<file path="config.mk">
export PLATFORM = sky130hd
export DESIGN_NAME = ysyx_22050019_div_issue_flat
export DESIGN_NICKNAME = d
export VERILOG_FILES = /design/src/rtl/ysyx_22050019_div_issue_if.sv /design/src/rtl/ysyx_22050019_div_issue.sv /design/src/flat_wrapper.sv
export SDC_FILE = /design/constraint.sdc
export NUM_CORES = 1
export LEC_CHECK = 0
export ABC_AREA = 1
export CAP_MARGIN = 25
export CORE_AREA = 5 5 160 162
export DETAILED_ROUTE_END_ITERATION = 10
export DIE_AREA = 0 0 165 167
export DONT_BUFFER_PORTS = 1
export GPL_ROUTABILITY_DRIVEN = 0
export PLACE_DENSITY = 0.58
export SLEW_MARGIN = 20
export SYNTH_ARGS = -nofsm -noshare
export SYNTH_HDL_FRONTEND = slang
export SYNTH_SLANG_ARGS = --single-unit
</file>
<file path="constraint.sdc">
create_clock -name clk -period 1.4 [get_ports clk]
set_input_delay 0.14 -clock clk [delete_from_list [all_inputs] [get_ports clk]]
set_output_delay 0.14 -clock clk [all_outputs]
set_load 0.005 [all_outputs]
</file>
<file path="src/rtl/ysyx_22050019_div_issue_if.sv">
// Handshake bundle between decode, the divider and writeback.
// master = the issue controller, slave = its environment.
interface ysyx_22050019_div_issue_if #(
  parameter int XLEN  = 64,
  parameter int TAG_W = 5
);
  logic             in_valid;
  logic             in_ready;
  logic [2:0]       in_funct3;
  logic             in_word;
  logic [XLEN-1:0]  in_src1;
  logic [XLEN-1:0]  in_src2;
  logic [TAG_W-1:0] in_tag;
  logic             flush;

  logic             div_valid;
  logic [7:0]       div_type;
  logic [XLEN-1:0]  div_dividend;
  logic [XLEN-1:0]  div_divisor;
  logic             div_result_ready;
  logic [XLEN-1:0]  div_out;
  logic             div_result_ok;

  logic             out_valid;
  logic             out_ready;
  logic [XLEN-1:0]  out_data;
  logic [TAG_W-1:0] out_tag;
  logic             busy;

  modport master (
    input  in_valid, in_funct3, in_word,
    input  in_src1, in_src2, in_tag, flush,
    input  div_out, div_result_ok, out_ready,
    output in_ready, div_valid, div_type,
    output div_dividend, div_divisor,
    output div_result_ready,
    output out_valid, out_data, out_tag, busy
  );

  modport slave (
    output in_valid, in_funct3, in_word,
    output in_src1, in_src2, in_tag, flush,
    output div_out, div_result_ok, out_ready,
    input  in_ready, div_valid, div_type,
    input  div_dividend, div_divisor,
    input  div_result_ready,
    input  out_valid, out_data, out_tag, busy
  );
endinterface

</file>
<file path="src/rtl/ysyx_22050019_div_issue.sv">
// Issue/collect controller for RV64M div/rem ops in front of
// the iterative divider; drains and drops results of flushed ops.
module ysyx_22050019_div_issue #(
  parameter int XLEN  = 64,
  parameter int TAG_W = 5
) (
  input logic clk,
  input logic rst_n,
  ysyx_22050019_div_issue_if.master bus
);

  typedef enum logic [1:0] {
    S_IDLE,
    S_ISSUE,
    S_WAIT,
    S_HOLD
  } state_t;

  state_t           r_state;
  logic             r_kill;
  logic             r_in_ready;
  logic             r_div_valid;
  logic [7:0]       r_div_type;
  logic [XLEN-1:0]  r_dividend;
  logic [XLEN-1:0]  r_divisor;
  logic             r_res_ready;
  logic             r_out_valid;
  logic [XLEN-1:0]  r_out_data;
  logic [TAG_W-1:0] r_out_tag;
  logic             r_busy;

  logic [7:0]       w_type;
  logic             w_accept;

  always_comb begin
    w_type = 8'h00;
    unique case ({bus.in_word, bus.in_funct3[1:0]})
      3'b000: w_type = 8'h08;
      3'b001: w_type = 8'h04;
      3'b010: w_type = 8'h80;
      3'b011: w_type = 8'h40;
      3'b100: w_type = 8'h01;
      3'b101: w_type = 8'h02;
      3'b110: w_type = 8'h10;
      3'b111: w_type = 8'h20;
    endcase
  end

  assign w_accept = bus.in_valid
                  & bus.in_funct3[2]
                  & ~bus.flush;

  // Outputs are registered alongside the state they belong to.
  always_ff @(posedge clk) begin
    if (!rst_n) begin
      r_state     <= S_IDLE;
      r_kill      <= 1'b0;
      r_in_ready  <= 1'b1;
      r_div_valid <= 1'b0;
      r_div_type  <= 8'h00;
      r_dividend  <= '0;
      r_divisor   <= '0;
      r_res_ready <= 1'b0;
      r_out_valid <= 1'b0;
      r_out_data  <= '0;
      r_out_tag   <= '0;
      r_busy      <= 1'b0;
    end else begin
      unique case (r_state)
        S_IDLE: begin
          if (w_accept) begin
            r_state     <= S_ISSUE;
            r_kill      <= 1'b0;
            r_div_type  <= w_type;
            r_dividend  <= bus.in_src1;
            r_divisor   <= bus.in_src2;
            r_out_tag   <= bus.in_tag;
            r_in_ready  <= 1'b0;
            r_div_valid <= 1'b1;
            r_busy      <= 1'b1;
          end
        end
        S_ISSUE: begin
          r_state     <= S_WAIT;
          r_div_valid <= 1'b0;
          r_res_ready <= 1'b1;
          if (bus.flush) r_kill <= 1'b1;
        end
        S_WAIT: begin
          // The divider cannot abort: a killed op is drained here.
          if (bus.div_result_ok) begin
            r_res_ready <= 1'b0;
            if (r_kill || bus.flush) begin
              r_kill     <= 1'b0;
              r_state    <= S_IDLE;
              r_in_ready <= 1'b1;
              r_busy     <= 1'b0;
            end else begin
              r_out_data  <= bus.div_out;
              r_out_valid <= 1'b1;
              r_state     <= S_HOLD;
            end
          end else if (bus.flush) begin
            r_kill <= 1'b1;
          end
        end
        S_HOLD: begin
          if (bus.out_ready || bus.flush) begin
            r_out_valid <= 1'b0;
            r_state     <= S_IDLE;
            r_in_ready  <= 1'b1;
            r_busy      <= 1'b0;
          end
        end
      endcase
    end
  end

  assign bus.in_ready         = r_in_ready;
  assign bus.div_valid        = r_div_valid;
  assign bus.div_type         = r_div_type;
  assign bus.div_dividend     = r_dividend;
  assign bus.div_divisor      = r_divisor;
  assign bus.div_result_ready = r_res_ready;
  assign bus.out_valid        = r_out_valid;
  assign bus.out_data         = r_out_data;
  assign bus.out_tag          = r_out_tag;
  assign bus.busy             = r_busy;

endmodule

</file>
<file path="src/flat_wrapper.sv">
// flat-port wrapper written by rule: the top's interface ports become plain ports
module ysyx_22050019_div_issue_flat 
#(
  parameter int XLEN  = 64,
  parameter int TAG_W = 5
)
  (clk, rst_n, bus_in_valid, bus_in_funct3, bus_in_word, bus_in_src1, bus_in_src2, bus_in_tag, bus_flush, bus_div_out, bus_div_result_ok, bus_out_ready, bus_in_ready, bus_div_valid, bus_div_type, bus_div_dividend, bus_div_divisor, bus_div_result_ready, bus_out_valid, bus_out_data, bus_out_tag, bus_busy);
  ysyx_22050019_div_issue_if #(.XLEN(XLEN), .TAG_W(TAG_W)) bus_i ();
  input logic clk;
  input logic rst_n;
  input wire logic [$bits(bus_i.in_valid)-1:0] bus_in_valid;
  input wire logic [$bits(bus_i.in_funct3)-1:0] bus_in_funct3;
  input wire logic [$bits(bus_i.in_word)-1:0] bus_in_word;
  input wire logic [$bits(bus_i.in_src1)-1:0] bus_in_src1;
  input wire logic [$bits(bus_i.in_src2)-1:0] bus_in_src2;
  input wire logic [$bits(bus_i.in_tag)-1:0] bus_in_tag;
  input wire logic [$bits(bus_i.flush)-1:0] bus_flush;
  input wire logic [$bits(bus_i.div_out)-1:0] bus_div_out;
  input wire logic [$bits(bus_i.div_result_ok)-1:0] bus_div_result_ok;
  input wire logic [$bits(bus_i.out_ready)-1:0] bus_out_ready;
  output wire logic [$bits(bus_i.in_ready)-1:0] bus_in_ready;
  output wire logic [$bits(bus_i.div_valid)-1:0] bus_div_valid;
  output wire logic [$bits(bus_i.div_type)-1:0] bus_div_type;
  output wire logic [$bits(bus_i.div_dividend)-1:0] bus_div_dividend;
  output wire logic [$bits(bus_i.div_divisor)-1:0] bus_div_divisor;
  output wire logic [$bits(bus_i.div_result_ready)-1:0] bus_div_result_ready;
  output wire logic [$bits(bus_i.out_valid)-1:0] bus_out_valid;
  output wire logic [$bits(bus_i.out_data)-1:0] bus_out_data;
  output wire logic [$bits(bus_i.out_tag)-1:0] bus_out_tag;
  output wire logic [$bits(bus_i.busy)-1:0] bus_busy;
  assign bus_i.in_valid = bus_in_valid;
  assign bus_i.in_funct3 = bus_in_funct3;
  assign bus_i.in_word = bus_in_word;
  assign bus_i.in_src1 = bus_in_src1;
  assign bus_i.in_src2 = bus_in_src2;
  assign bus_i.in_tag = bus_in_tag;
  assign bus_i.flush = bus_flush;
  assign bus_i.div_out = bus_div_out;
  assign bus_i.div_result_ok = bus_div_result_ok;
  assign bus_i.out_ready = bus_out_ready;
  assign bus_in_ready = bus_i.in_ready;
  assign bus_div_valid = bus_i.div_valid;
  assign bus_div_type = bus_i.div_type;
  assign bus_div_dividend = bus_i.div_dividend;
  assign bus_div_divisor = bus_i.div_divisor;
  assign bus_div_result_ready = bus_i.div_result_ready;
  assign bus_out_valid = bus_i.out_valid;
  assign bus_out_data = bus_i.out_data;
  assign bus_out_tag = bus_i.out_tag;
  assign bus_busy = bus_i.busy;
  ysyx_22050019_div_issue #(.XLEN(XLEN), .TAG_W(TAG_W)) u_core (.clk(clk), .rst_n(rst_n), .bus(bus_i));
endmodule
</file>
* After elaboration in Yosys (flattened, before gate mapping)
Memories as Yosys holds them, arrays and structs flattened. A register that Yosys moved wholly into a read port is not among the register bits. Index checks and enable logic that the tools add are counted.
Storage, ports and cells: output and inout port bits 210, register bits 205, ROM bits 64, word-level logic and storage cells 66, memories 1, input port bits 207
Memories:
- (name not given) | words 8, width 8, read ports 1, clocked after memory_dff 1, write ports 0, line ysyx_22050019_div_issue.sv:37 | unique case ({bus.in_word, bus.in_funct3[1:0]})
Operators by class: equality and inequality tests 9, muxes and demuxes 24, reduce and logical (&&, ||, !) cells 17, bitwise logic cells 4
Operator list (number):
- $mux 1 | 13
- $pmux 1 s3 | 3
- $reduce_and 3->1 | 3
- $mux 2 | 4
- $pmux 2 s4 | 1
- $ne 2x1->1 const B | 3
- $pmux 1 s2 | 3
- $reduce_and 2->1 | 3
- $reduce_bool 2->1 | 3
- $reduce_bool 3->1 | 2
- $reduce_and 5->1 | 1
- $eq 2x2->1 const B | 2
- $ne 2x2->1 const B | 2
- $reduce_and 4->1 | 1
- $ne 3x2->1 const B | 1
- $and 1x1->1 | 2
- $eq 2x1->1 const B | 1
- $logic_not 2->1 | 1
- $logic_or 1x1->1 | 2
- $not 1->1 | 2
- $logic_not 1->1 | 1

* Depth between registers and ports, before layout
word-level depth 4, depth in mapped cells 9, depth with buffers taken out 8

* Worst setup path before layout
Ideal clock, no wire load.
kind register to register, from register u_core.r_state[0], to register u_core.r_divisor[1], in the netlist u_core.bus.div_divisor[1], slack -0.019 ns, arrival 1.303 ns, buffers on the path 2, required time 1.284 ns, cell stages (with the launch flop) 9, clock period less this slack 1.419 ns, library setup time 0.116 ns, cell sequence dfxtp_1 > inv_1 > ha_1 > inv_1 > nor2_8 > buf_6 > buf_4 > o21ai_0 > nor2_1
On the way: word-level cells in the longest chain between the ends 2
Ends and longest elaborated chain:
- start: declaration | line ysyx_22050019_div_issue.sv:19 | state_t r_state;
- start signal: assignment | line ysyx_22050019_div_issue.sv:56 | r_state <= S_IDLE;
- start signal: assignment | line ysyx_22050019_div_issue.sv:72 | r_state <= S_ISSUE;
- start signal: assignment | line ysyx_22050019_div_issue.sv:84 | r_state <= S_WAIT;
- $logic_not 2->1 | line ysyx_22050019_div_issue.sv:69 | unique case (r_state)
- $reduce_and 2->1 (no source line)
- end signal: assignment | line ysyx_22050019_div_issue.sv:76 | r_divisor <= bus.in_src2;
- end: declaration | line ysyx_22050019_div_issue.sv:25 | logic [XLEN-1:0] r_divisor;
Every way passes these cells. A chain may end at the register's enable or synchronous reset.

* Final worst setup path
from register u_core.r_state[0], to register u_core.r_out_data[1], in the netlist u_core.bus.out_data[1]
On the way: word-level cells in the longest chain between the ends 2
Ends and longest elaborated chain:
- $eq 2x2->1 | line ysyx_22050019_div_issue.sv:69
- $reduce_and 3->1 (no source line)
- end signal: assignment | line ysyx_22050019_div_issue.sv:99 | r_out_data <= bus.div_out;
- end: declaration | line ysyx_22050019_div_issue.sv:28 | logic [XLEN-1:0] r_out_data;
Every way passes these cells.

==> impl_metrics.env <==
export IMPL_dp_cells=1256
export IMPL_clk_pin_slew_ns=0.06
export IMPL_synthTopCellsByCount="nor2_1, dfxtp_1, o21ai_0"
export IMPL_fin_skew_ns=0.0164
export IMPL_synth_edf_count=0
export IMPL_min_period_over_period_pct=105
export IMPL_drc=0
export IMPL_run_status="finished with violations"
export IMPL_ir_worst_vdd_v=0.00103
export IMPL_p_per_area_mw_per_mm2=1270
export IMPL_crit_path_cell_trace="inv_4, buf_6, ha_4, nand3_4, buf_12, buf_16, o21ai_0, nor2_1"
export IMPL_cp_slowest_stage_delay_ns=0.33
export IMPL_initial_utilization_pct=31.7
export IMPL_min_path_type="primary input to flop"
export IMPL_cts_root_buf="clkbuf_16"
export IMPL_hpwl_um=16200
export IMPL_cts_tree="done"
export IMPL_drive_gt1_share_pct=21.6
export IMPL_wl_per_cell_um=20.5
export IMPL_syn_inst=962
export IMPL_totalWireLength_um=31400
export IMPL_ys_warn_count=0
export IMPL_ios=417
export IMPL_numPortBuffers=0
export IMPL_slew_viol_final=0
export IMPL_grt_overflow=0
export IMPL_h_tree_depth=1
export IMPL_vias=7616
export IMPL_path_max_fanout=12
export IMPL_cts_sinks=213
export IMPL_setup_violations=25
export IMPL_yosysSeqAreaShare_pct=56.2
export IMPL_rrSetupSlack_ns=-0.08
export IMPL_cellLeakagePower_uw=0.00501
export IMPL_hold_viol=164
export IMPL_antenna_found_initial=4
export IMPL_yosys_top_cells_area="dfxtp_1, nor2_1, o21ai_0"
export IMPL_fillers=2023
export IMPL_drt_pass1_iterations=5
export IMPL_rows=57
export IMPL_rsz0062_at_grt="true"
export IMPL_cts_buffers=23
export IMPL_ys_flop_type="dfxtp_1"
export IMPL_grt_pass1_vias=7323
export IMPL_fmax_ghz=0.678
export IMPL_setup_slack_ns=-0.0757
export IMPL_antenna_left=0
export IMPL_synth_top_area_share_pct=56.2
export IMPL_syn_area_mm2=0.00759
export IMPL_grt_max_degree=204
export IMPL_syn_to_final_growth_pct=61.6
export IMPL_slew_limit_headroom_pct=71.1
export IMPL_async_flop_share_pct=0
export IMPL_core_area_mm2=0.0240
export IMPL_max_cap_violations=0
export IMPL_synth_top_area_cell="dfxtp_1"
export IMPL_ys_types=19
export IMPL_critPathKind="flop to flop"
export IMPL_nets=1402
export IMPL_slowest_stage="dfxtp_2"
export IMPL_drt_iter0_drc=658
export IMPL_die_x_um=165
export IMPL_avgSynthCellArea_um2=7.89
export IMPL_grt_first_pass_wirelength_um=40000
export IMPL_fin_crit_ns=1.48
export IMPL_clkLatencyLatePin_ns=0.51
export IMPL_yosys_register_bits=213
export IMPL_cp_data_arrival_time_ns=1.86
export IMPL_worst_pin_slew_ns=0.432
export IMPL_hold_slack_ns=-0.253
export IMPL_crit_required_ns=1.78
export IMPL_dieArea_mm2=0.0276
export IMPL_drt_vias_per_instance=4.97
export IMPL_yosysMostFrequentCell="nor2_1"
export IMPL_violations="negative hold slack, negative setup slack"
export IMPL_grtUsageTotal_pct=18.0
export IMPL_end_kind="flop"
export IMPL_cts_buffer_depth=3
export IMPL_power_uw=15600
export IMPL_instances_no_fill=1533
export IMPL_syn_nets=1174
export IMPL_die_h_um=167
export IMPL_startpoint_type="flop"
[stage by stage]
step	area (um^2)	setup WS, ns	hold slack, ns	setup TNS (ns)	util, %
after global routing	12300	-0.126	-0.293	-9.15	51.2
after detailed placement	8040	-0.181	0.247	-12.54	33.6
after CTS	11100	-0.00461	-0.294	-0.0134	46.4
after floorplan	7590	-0.00607	0.275	-0.304	-
after global placement	8040	-0.133	0.244	-7.46	33.6
final	12300	-0.0757	-0.253	-0.510	51.2
[logic make-up after synthesis]
logic type,after synthesis,share of synthesized area [%]
buffers and inverters,82,5.84
AND/OR/NAND/NOR,444,22.7
flip-flops,213,56.2
adder cells (fa/ha/maj),5,0.824
AO/OA/AOI/OAI,218,14.4
[critical path, delay by kind of cell (launching register included)]
| kind | cells | cell delay (ns) |
|---|---|---|
| AO/OA/AOI/OAI | 1 | 0.18 |
| adder cells (fa/ha/maj) | 1 | 0.14 |
| buffers and inverters | 4 | 0.51 |
| flip-flops | 1 | 0.33 |
| AND/OR/NAND/NOR | 2 | 0.18 |
[worst paths after layout]
check	startpoint	to	cells after the start
hold / removal	rst_n	u_core.bus.in_ready	1
hold reg to reg	u_core.bus.div_type[5]	u_core.bus.div_type[5]	2
setup reg to reg	u_core.r_state[0]	u_core.bus.out_data[1]	8
setup / recovery	u_core.r_state[0]	u_core.bus.out_data[1]	8
[registers in the layout, summed over array words and instances, names as in the netlist]
name	flops
u_core.r_kill	1
u_core.bus.div_result_ready	1
u_core.bus.out_data	64
u_core.bus.div_divisor	64
u_core.bus.out_tag	5
u_core.bus.in_ready	1
u_core.bus.out_valid	1
u_core.r_state	2
u_core.bus.div_type	8
u_core.bus.div_valid	1
u_core.bus.div_dividend	64
u_core.bus.busy	1
[per-layer routing]
metal	vias up	share of wire [%]	global-route usage, %
li1	3572	-	-
met1	3515	35	19.4
met2	423	50	32.1
met3	104	10	5.59
met4	2	4.6	7.78
met5	-	0.035	0
[layout make-up]
cell class / count / area [um^2] / area share (%)
antenna: 3 / 7.51 / 0.0612
clock buffer: 34 / 637 / 5.19
clock inverter: 7 / 45.0 / 0.367
inverter: 15 / 73.8 / 0.602
multi-input combinational: 667 / 3640 / 29.7
sequential: 213 / 4270 / 34.8
tap: 324 / 405 / 3.31
timing repair buffer: 270 / 3190 / 26.0
[power breakdown]
| group | internal, uW | total (uW) | switching (uW) |
|---|---|---|---|
| logic | 1500 | 2880 | 1380 |
| clock network | 3160 | 5580 | 2420 |
| registers | 6600 | 7100 | 505 |
[cell usage in the layout, fill, tap and decap left out, drive strengths merged]
cell type      n
a21oi         16
nor2         407
nand3          4
o21ai        201
buf           54
nand2         24
dfxtp        213
o211ai         1
ha             5
clkinv         5
dlygate4sd3  201
clkbuf        49
diode          3
clkinvlp       1
nand4          9
inv           16
[repair_timing]
item / CTS / global route
buffers inserted: 7 / 2
endpoints found under the setup margin: 193 / 204
cloned: 7 / 17
pin swaps: 7 / 28
hold buffers: 193 / 8
resized for setup: 98 / 224
endpoints found under the hold margin: 212 / 202
Power figures use the tool's default switching activity.
